[src/rtl/count_run_arbiter.sv]
// Round-robin arbiter for two requesters sharing one external 4-bit up-counter.
// Optional RUN-phase watchdog abort is compiled in with COUNT_WATCHDOG_EN.
module count_run_arbiter (
  input  logic       clk,
  input  logic       rst,
  input  logic       req0,
  input  logic       req1,
  input  logic [3:0] len0,
  input  logic [3:0] len1,
  input  logic [3:0] cnt_val,
  output logic       cnt_clr,
  output logic       cnt_en,
  output logic       gnt0,
  output logic       gnt1,
  output logic       done0,
  output logic       done1,
  output logic       busy,
  output logic       err
);

  localparam int unsigned LEN_W = 4;

  typedef enum logic [1:0] {
    S_IDLE  = 2'd0,
    S_CLEAR = 2'd1,
    S_RUN   = 2'd2,
    S_DONE  = 2'd3
  } state_t;

  state_t           state_q, state_d;
  logic [1:0]       gnt_q, gnt_d;
  logic [1:0]       done_q, done_d;
  logic [LEN_W-1:0] len_q, len_d;
  logic             owner_q, owner_d;
  logic             prio_q, prio_d;
  logic             clr_q, clr_d;
  logic             busy_q, busy_d;
  logic             win;
  logic             owner_req;
  logic             match;

`ifdef COUNT_WATCHDOG_EN
  localparam int unsigned WD_W = 5;
  localparam logic [WD_W-1:0] WD_LAST = WD_W'(16);
  logic [WD_W-1:0] wd_q, wd_d;
  logic            err_q, err_d;
`endif

  // Favoured requester wins a tie; otherwise the lone requester wins.
  assign win       = (req0 && req1) ? prio_q : req1;
  assign owner_req = owner_q ? req1 : req0;
  assign match     = (cnt_val == len_q);

  // Next-state and next-output logic.
  always_comb begin
    state_d = state_q;
    gnt_d   = gnt_q;
    done_d  = 2'b00;
    len_d   = len_q;
    owner_d = owner_q;
    prio_d  = prio_q;
`ifdef COUNT_WATCHDOG_EN
    wd_d    = '0;
    err_d   = 1'b0;
`endif
    case (state_q)
      S_IDLE: begin
        if (req0 || req1) begin
          owner_d = win;
          len_d   = win ? len1 : len0;
          gnt_d   = win ? 2'b10 : 2'b01;
          state_d = S_CLEAR;
        end
      end
      S_CLEAR: begin
        if (!owner_req) begin
          gnt_d   = 2'b00;
          state_d = S_IDLE;
        end else begin
          state_d = S_RUN;
        end
      end
      S_RUN: begin
        if (!owner_req) begin
          gnt_d   = 2'b00;
          state_d = S_IDLE;
        end else if (match) begin
          gnt_d   = 2'b00;
          done_d  = owner_q ? 2'b10 : 2'b01;
          state_d = S_DONE;
        end
`ifdef COUNT_WATCHDOG_EN
        else if (wd_q == WD_LAST) begin
          gnt_d   = 2'b00;
          err_d   = 1'b1;
          prio_d  = ~owner_q;
          state_d = S_IDLE;
        end else begin
          wd_d = wd_q + WD_W'(1);
        end
`endif
      end
      S_DONE: begin
        prio_d  = ~owner_q;
        state_d = S_IDLE;
      end
      default: state_d = S_IDLE;
    endcase
    clr_d  = (state_d == S_CLEAR);
    busy_d = (state_d != S_IDLE);
  end

  // State and registered outputs.
  always_ff @(posedge clk or negedge rst) begin
    if (!rst) begin
      state_q <= S_IDLE;
      gnt_q   <= 2'b00;
      done_q  <= 2'b00;
      len_q   <= '0;
      owner_q <= 1'b0;
      prio_q  <= 1'b0;
      clr_q   <= 1'b0;
      busy_q  <= 1'b0;
`ifdef COUNT_WATCHDOG_EN
      wd_q    <= '0;
      err_q   <= 1'b0;
`endif
    end else begin
      state_q <= state_d;
      gnt_q   <= gnt_d;
      done_q  <= done_d;
      len_q   <= len_d;
      owner_q <= owner_d;
      prio_q  <= prio_d;
      clr_q   <= clr_d;
      busy_q  <= busy_d;
`ifdef COUNT_WATCHDOG_EN
      wd_q    <= wd_d;
      err_q   <= err_d;
`endif
    end
  end

  // Increment must stop in the very cycle the counter reaches the terminal value.
  assign cnt_en  = (state_q == S_RUN) && !match;
  assign cnt_clr = clr_q;
  assign gnt0    = gnt_q[0];
  assign gnt1    = gnt_q[1];
  assign done0   = done_q[0];
  assign done1   = done_q[1];
  assign busy    = busy_q;
`ifdef COUNT_WATCHDOG_EN
  assign err     = err_q;
`else
  assign err     = 1'b0;
`endif

endmodule
[config.mk]
export PLATFORM = sky130hd
export DESIGN_NAME = count_run_arbiter
export DESIGN_NICKNAME = d
export VERILOG_FILES = /design/src/rtl/count_run_arbiter.sv
export SDC_FILE = /design/constraint.sdc
export NUM_CORES = 1
export LEC_CHECK = 0
export CORE_ASPECT_RATIO = 1.2
export CORE_UTILIZATION = 35
export CTS_CLUSTER_DIAMETER = 200
export DETAILED_ROUTE_END_ITERATION = 16
export PLACE_DENSITY_LB_ADDON = 0.08
export SYNTH_ARGS = -nofsm -noshare
export SYNTH_HDL_FRONTEND = slang
export SYNTH_SLANG_ARGS = --single-unit
[constraint.sdc]
create_clock -name clk -period 4.7 [get_ports clk]
set_input_delay 0.47 -clock clk [delete_from_list [all_inputs] [get_ports clk]]
set_output_delay 0.47 -clock clk [all_outputs]
set_load 0.005 [all_outputs]
==> metrics, run 1 <==
status=finished, final reports clean; standard-cell row count=18; Crit. End Element=primary output; CP Launch Type=primary input; final std cell area, no fill=between 0.001 and 0.0015 sq mm; Total GRT Usage=between 10% and 20%; Top delay family on crit path=buffers and inverters; DR top layer=met4; Worst EP required=4230 ps; Port Buffers=22; CTS Root Cell=clkbuf_4; Vias=roughly 600; clk_lat worst skew=280 ps; top-area cell type share of the netlist area=44.2%; period utilisation layout=51.7%; layout cell share with drive strength beyond 1=a little over a tenth; vias in the first global route=575; simple-gate share of the synthesized area=15.5%; Seq/Total Area, Yosys=44.2%; Mapped Area=793 sq um; Synth Net Count=between 90 and 100; Post-synth EDFFs=0; Synth area leader=dfrtp_1; Clock Skews=1.65 ps; register bit count reported by yosys=14; post-synthesis mux area share=12.0%; Placed Cells=126; Worst Setup Path Type=in -> out; Synth area leaders=dfrtp_1 44%, ha_1 6.3%, mux2i_1 6.3%, mux2_4 5.7%, nand2_1 4.7%; worst min path class=reg -> reg; ant diodes=0; routability cong.=0.775; Final HPWL DP=1130 microns; critical path peak fanout=3; initial antenna violation count=0; Setup Fix Bufs, Post-CTS=0; leakage power=0.000498 uW; synth unique cells=27; CP max-delay cell=clkdlybuf4s50_1; routed vias/inst=4.60; Mapped Avg Cell Area=around 10 sq um; # hold bufs at CTS=0; max-cap violations=0; total gr overflow=0; RSZ-0062 raised after global routing=no; most common cell after layout, fill and taps aside=clkdlybuf4s50_1; Core Box Area=0.00209 sq mm; Initial Util=around 38%; routed wl met3=52 microns; initial DRC count=3; Yosys warning count=0; first-pass GRT wire length=2420 microns; Hold Fails Final Rpt=0; Routed WL=1400 microns; main combinational cell family by area after synthesis=simple AND/OR/NAND/NOR gates; Syn Inst Count=76; Layout Nets=121; DIE AREA=0.00246 sq mm; Buf/Inv on CP=2; PnR worst setup slack=2270 ps; DR DRC count=0; per-cell routed wire length=10.8 microns; Final min period=2430 ps; DP Worst Slack=2240 ps; placed cell area=0.00104 sq mm; xor and xnor area share after synthesis=roughly 4.4%; Die Ht=~54 microns; Slew Limit Headroom=53.7%; Post-Synth Adder-Cell Area=approximately 6.3%; met2 WL post-DR=between 700 and 800 microns; io pins=24; commonest cells after routing, fill and taps aside=22 x clkdlybuf4s50_1, 14 x dfrtp_1, 10 x nand2_1, 5 x mux2i_1; f_max=0.411 GHz; clock slew at reported path FFs=80 ps; Max Slew Vio Count=0; CTS resizes=0; CP arrival=approximately 2000 ps; Max clock buf depth=2; Worst-Margin Slew=between 600 and 700 ps; total CTS buffers=3; area grow syn2layout=35.5%; largest net degree at the start of global routing=15; number of clock sinks=14; VDD IR-drop max=about 0.0002 V; critical path's largest stage delay=~450 ps; CP Cell Sequence=clkdlybuf4s50_1, xor2_1, nor4_4, nor2b_1, clkdlybuf4s50_1; final setup fails=0; CTS tree=done; drt first pass iters=4; crit-path most repeated cell=clkdlybuf4s50_1; Layout Cells excl Fill=130; DIE WIDTH=about 45 microns; met1 WL=575 microns; area of the multi-input gates=412 sq um; pwr/cell area=544 mW/mm^2; H-tree Lvls=1; Top FF cell, synth=dfrtp_1; async set or reset register ratio after synthesis=100%; FF+latch area=about 350 sq um; Filler cells=207; Synth Area in Compound Gates=13.2%; antenna-violating nets left=0; setup tns final=0 ps
[metal layers]
| layer | GRT usage, % | vias to the layer above |
|---|---|---|
| met5 | 0 | - |
| met4 | 7.58 | 0 |
| met3 | 3.02 | 4 |
| met2 | 26.7 | 19 |
| met1 | 14.3 | 271 |
| li1 | - | 304 |
[registers in the layout, indices dropped and copies added (netlist names)]
register,cells
cnt_clr,1
len_q,4
busy,1
done_q,2
state_q,2
prio_q,1
gnt_q,2
owner_q,1
[worst register-to-register path, delay by kind of cell, from the launching register on]
kind	cells	cell delay [ps]
AO/OA/AOI/OAI	3	630
adder cells (fa/ha/maj)	1	260
buffers and inverters	1	100
flip-flops	1	410
multiplexers	1	310
[where the power goes]
| group | internal [uW] | switching [uW] | total [uW] |
|---|---|---|---|
| clock network | 47.1 | 39.3 | 86.4 |
| logic | 151 | 142 | 293 |
| registers | 171 | 34.5 | 205 |
[stage by stage]
stage	power (uW)	utilization [%]	hold slack (ps)
detailed placement	507	49.6	491
CTS	595	51.3	510
floorplan	414	-	174
global route	635	51.3	527
global placement	504	49.6	482
finish	585	51.3	506
[cells in the mapped netlist (3+ instances only)]
cell,number
dfrtp_1,14
ha_1,4
inv_1,4
mux2_4,3
mux2i_1,5
nand2_1,10
nor2_1,4
o21ai_0,4
o21ai_1,3
xor2_1,4
[worst paths after layout]
check,endpoint,from,cells past startpoint,slack (ps)
max,cnt_en,cnt_val[1],5,2270
min,len_q[0],len_q[0],2,510
max reg2reg,gnt_q[0],state_q[0],6,2880
min reg2reg,len_q[0],len_q[0],2,510
max in group asynchronous,state_q[1],rst,1,3730
min in group asynchronous,done_q[0],rst,1,570
[final cells by class]
cell class | instances | area share [%]
tap | 30 | 3.49
multi-input combinational | 55 | 38.3
clock buffer | 4 | 3.38
sequential | 14 | 32.6
timing repair buffer | 22 | 20.5
inverter | 5 | 1.75
[logic make-up after synthesis]
family | Yosys count
and+or+nand+nor | 22
AOI/OAI and AO/OA | 16
DFF | 14
muxes | 8
buffers and inverters | 7
adders and majority gates | 4
xor gates and xnor gates | 4
other | 1
(Power assumes the default switching activity.)
==> run 2, diff against run 1 <==
==> constraint.sdc (replaced) <==
create_clock -name clk -period 2.2 [get_ports clk]
set_input_delay 0.22 -clock clk [delete_from_list [all_inputs] [get_ports clk]]
set_output_delay 0.22 -clock clk [all_outputs]
set_load 0.005 [all_outputs]
==> run 2 against run 1 <==
Register-to-register slack worse by 2300 ps. Combinational power rose by 120%. Sequential power up 110%. Sequential share of layout area decreased by 0.23 points. Routed wire length up 5.2%. Clock skew up 1.6 ps. Core utilization increased by 0.36 points. First-iteration DRC count stayed put. Count of clock-buffer cells in the layout unchanged. Largest power group unchanged.
==> metrics, run 2 (synthesis results as in run 1) <==
total CTS buffers=3 (unchanged); Vias=605 (+1.2%); Biggest register=len_q; CTS Root Cell=clkbuf_4; FF+latch area=350 sq um (unchanged); clock slew at reported path FFs=90 ps (about the same); area of the multi-input gates=412 sq um (unchanged); CP max-delay cell=clkdlybuf4s50_1; commonest cells after routing, fill and taps aside=22 x clkdlybuf4s50_1, 14 x dfrtp_1, 10 x nand2_1, 5 x mux2i_1; depth of the most critical reg-to-reg path=6 (unchanged); Worst-Margin Slew=646 ps (-43.9 ps); Setup Fix Bufs, Post-CTS=0 (unchanged); H-tree Lvls=1 (unchanged); Slew Limit Headroom=56.8% (+3.1 points); number of clock sinks=14 (unchanged); routability cong.=0.794 (+2.5%); Initial Util=37.9% (unchanged); VDD IR-drop max=0.000762 V (+270%); Buf/Inv on CP=1 (-1); pwr/cell area=1180 mW/mm^2 (+120%); vias in the first global route=582 (+1.2%); max FFs per register=4 (unchanged); max-cap violations=0 (unchanged); Max clock buf depth=2 (unchanged); total gr overflow=0 (unchanged); DIE AREA=0.00246 sq mm (unchanged); initial DRC count=3 (unchanged); area grow syn2layout=36.4%; DR top layer=met4; antenna-violating nets left=0 (unchanged); f_max=0.499 GHz; Total GRT Usage=15.8% (+1.6 points); Top delay family on crit path=simple AND/OR/NAND/NOR gates; CP arrival=1780 ps (-180 ps); Final HPWL DP=1140 microns (+0.77%); DR DRC count=0 (unchanged); routed vias/inst=4.62 (+0.40%); final setup fails=0 (unchanged); Routed WL=1480 microns (+5.2%); layout cell share with drive strength beyond 1=11.9% (+0.88 points); critical path's largest stage delay=450 ps (about the same); Worst Setup Path Type=reg -> out; met1 WL=632 microns (+9.9%); io pins=24 (unchanged); first-pass GRT wire length=2640 microns (+9.4%); setup tns final=0 ps (unchanged); leakage power=0.000503 uW (+0.94%); Clock Skews=3.29 ps (+1.64 ps); largest net degree at the start of global routing=15 (unchanged); Die Ht=54.2 microns (unchanged); most common cell after layout, fill and taps aside=clkdlybuf4s50_1; period utilisation layout=91.1%; Layout Nets=122 (+0.83%); Filler cells=208 (+0.48%); standard-cell row count=18 (unchanged); Port Buffers=22 (unchanged); ant diodes=0 (unchanged); Crit. End Element=primary output; RSZ-0062 raised after global routing=no; CP Cell Sequence=xor2_1, nor4_4, nor2b_1, clkdlybuf4s50_1; Worst EP required=1980 ps (-2250 ps); Hold Fails Final Rpt=0 (unchanged); per-cell routed wire length=11.3 microns (+4.4%); drt first pass iters=3 (-1); CP Launch Type=flip-flop; routed wl met3=54 microns (+3.8%); # hold bufs at CTS=0 (unchanged); CTS tree=done; DIE WIDTH=45.5 microns (unchanged); worst min path class=in -> async; Max Slew Vio Count=0 (unchanged); met2 WL post-DR=737 microns (-1.2%); Core Box Area=0.00209 sq mm (unchanged); critical path peak fanout=3 (unchanged); initial antenna violation count=0 (unchanged); Crit path depth=4 (-1); status=finished, final reports clean; total power=1280 uW (+120%); CTS resizes=0 (unchanged); clk_lat worst skew=290 ps (about the same); Final min period=approximately 2000 ps
## run 2: metal layers
metal / track usage, % / up-vias
met5: 0 / -
met4: 13.6 / 0
met3: 3.02 / 4
met2: 25.2 / 17
met1: 17.8 / 278
li1: - / 306
## run 2: cell type report
| class | count | area share [%] |
|---|---|---|
| timing repair buffer | 23 | 21.0 |
| clock buffer | 4 | 3.35 |
| tap | 30 | 3.47 |
| multi-input combinational | 55 | 38.0 |
| sequential | 14 | 32.4 |
| inverter | 5 | 1.73 |
## run 2: worst paths after layout
path / startpoint / to / slack (ps)
setup reg to reg: state_q[0] / gnt_q[1] / 570
hold reg to reg: len_q[0] / len_q[0] / 500
hold / removal: rst / done_q[0] / 320
setup / recovery: len_q[1] / cnt_en / 200
min in group clk: len_q[0] / len_q[0] / 500
max in group asynchronous: rst / gnt_q[0] / 1460
## run 2: worst reg2reg max path: stages (launching register included)
cell      delay [ps]
dfrtp_1          420
inv_1            100
ha_1             260
nand2b_1         170
a22oi_2          160
o21ai_2          100
mux2_4           310
## run 2: metrics by stage
step	area [sq um]	setup WS [ps]	util (%)	instances	hold WS, ps
floorplan	793	620	-	76	-75.6
global placement	1050	232	49.9	127	483
detailed placement	1050	237	49.9	127	489
CTS	1080	160	51.7	131	330
global route	1080	78.7	51.7	131	376
finish	1080	195	51.7	131	322
## run 2: power by group
| group | switching (uW) | internal (uW) | total, uW | leakage, uW |
|---|---|---|---|---|
| clock | 89.2 | 101 | 190 | 0.0000210 |
| combinational | 310 | 336 | 646 | 0.000306 |
| sequential | 74.6 | 365 | 439 | 0.000176 |
==> run 3, diff against run 2 <==
--- a/config.mk
+++ b/config.mk
@@ -5,9 +5,10 @@
 export SDC_FILE = /design/constraint.sdc
 export NUM_CORES = 1
 export LEC_CHECK = 0
+export CAP_MARGIN = 15
 export CORE_ASPECT_RATIO = 1.2
 export CORE_UTILIZATION = 35
-export CTS_CLUSTER_DIAMETER = 200
+export CTS_CLUSTER_DIAMETER = 60
 export DETAILED_ROUTE_END_ITERATION = 16
 export PLACE_DENSITY_LB_ADDON = 0.08
 export SYNTH_ARGS = -nofsm -noshare
==> results of run 3 <==
No change in the layout: final DEF, timing and power equal those of run 2.
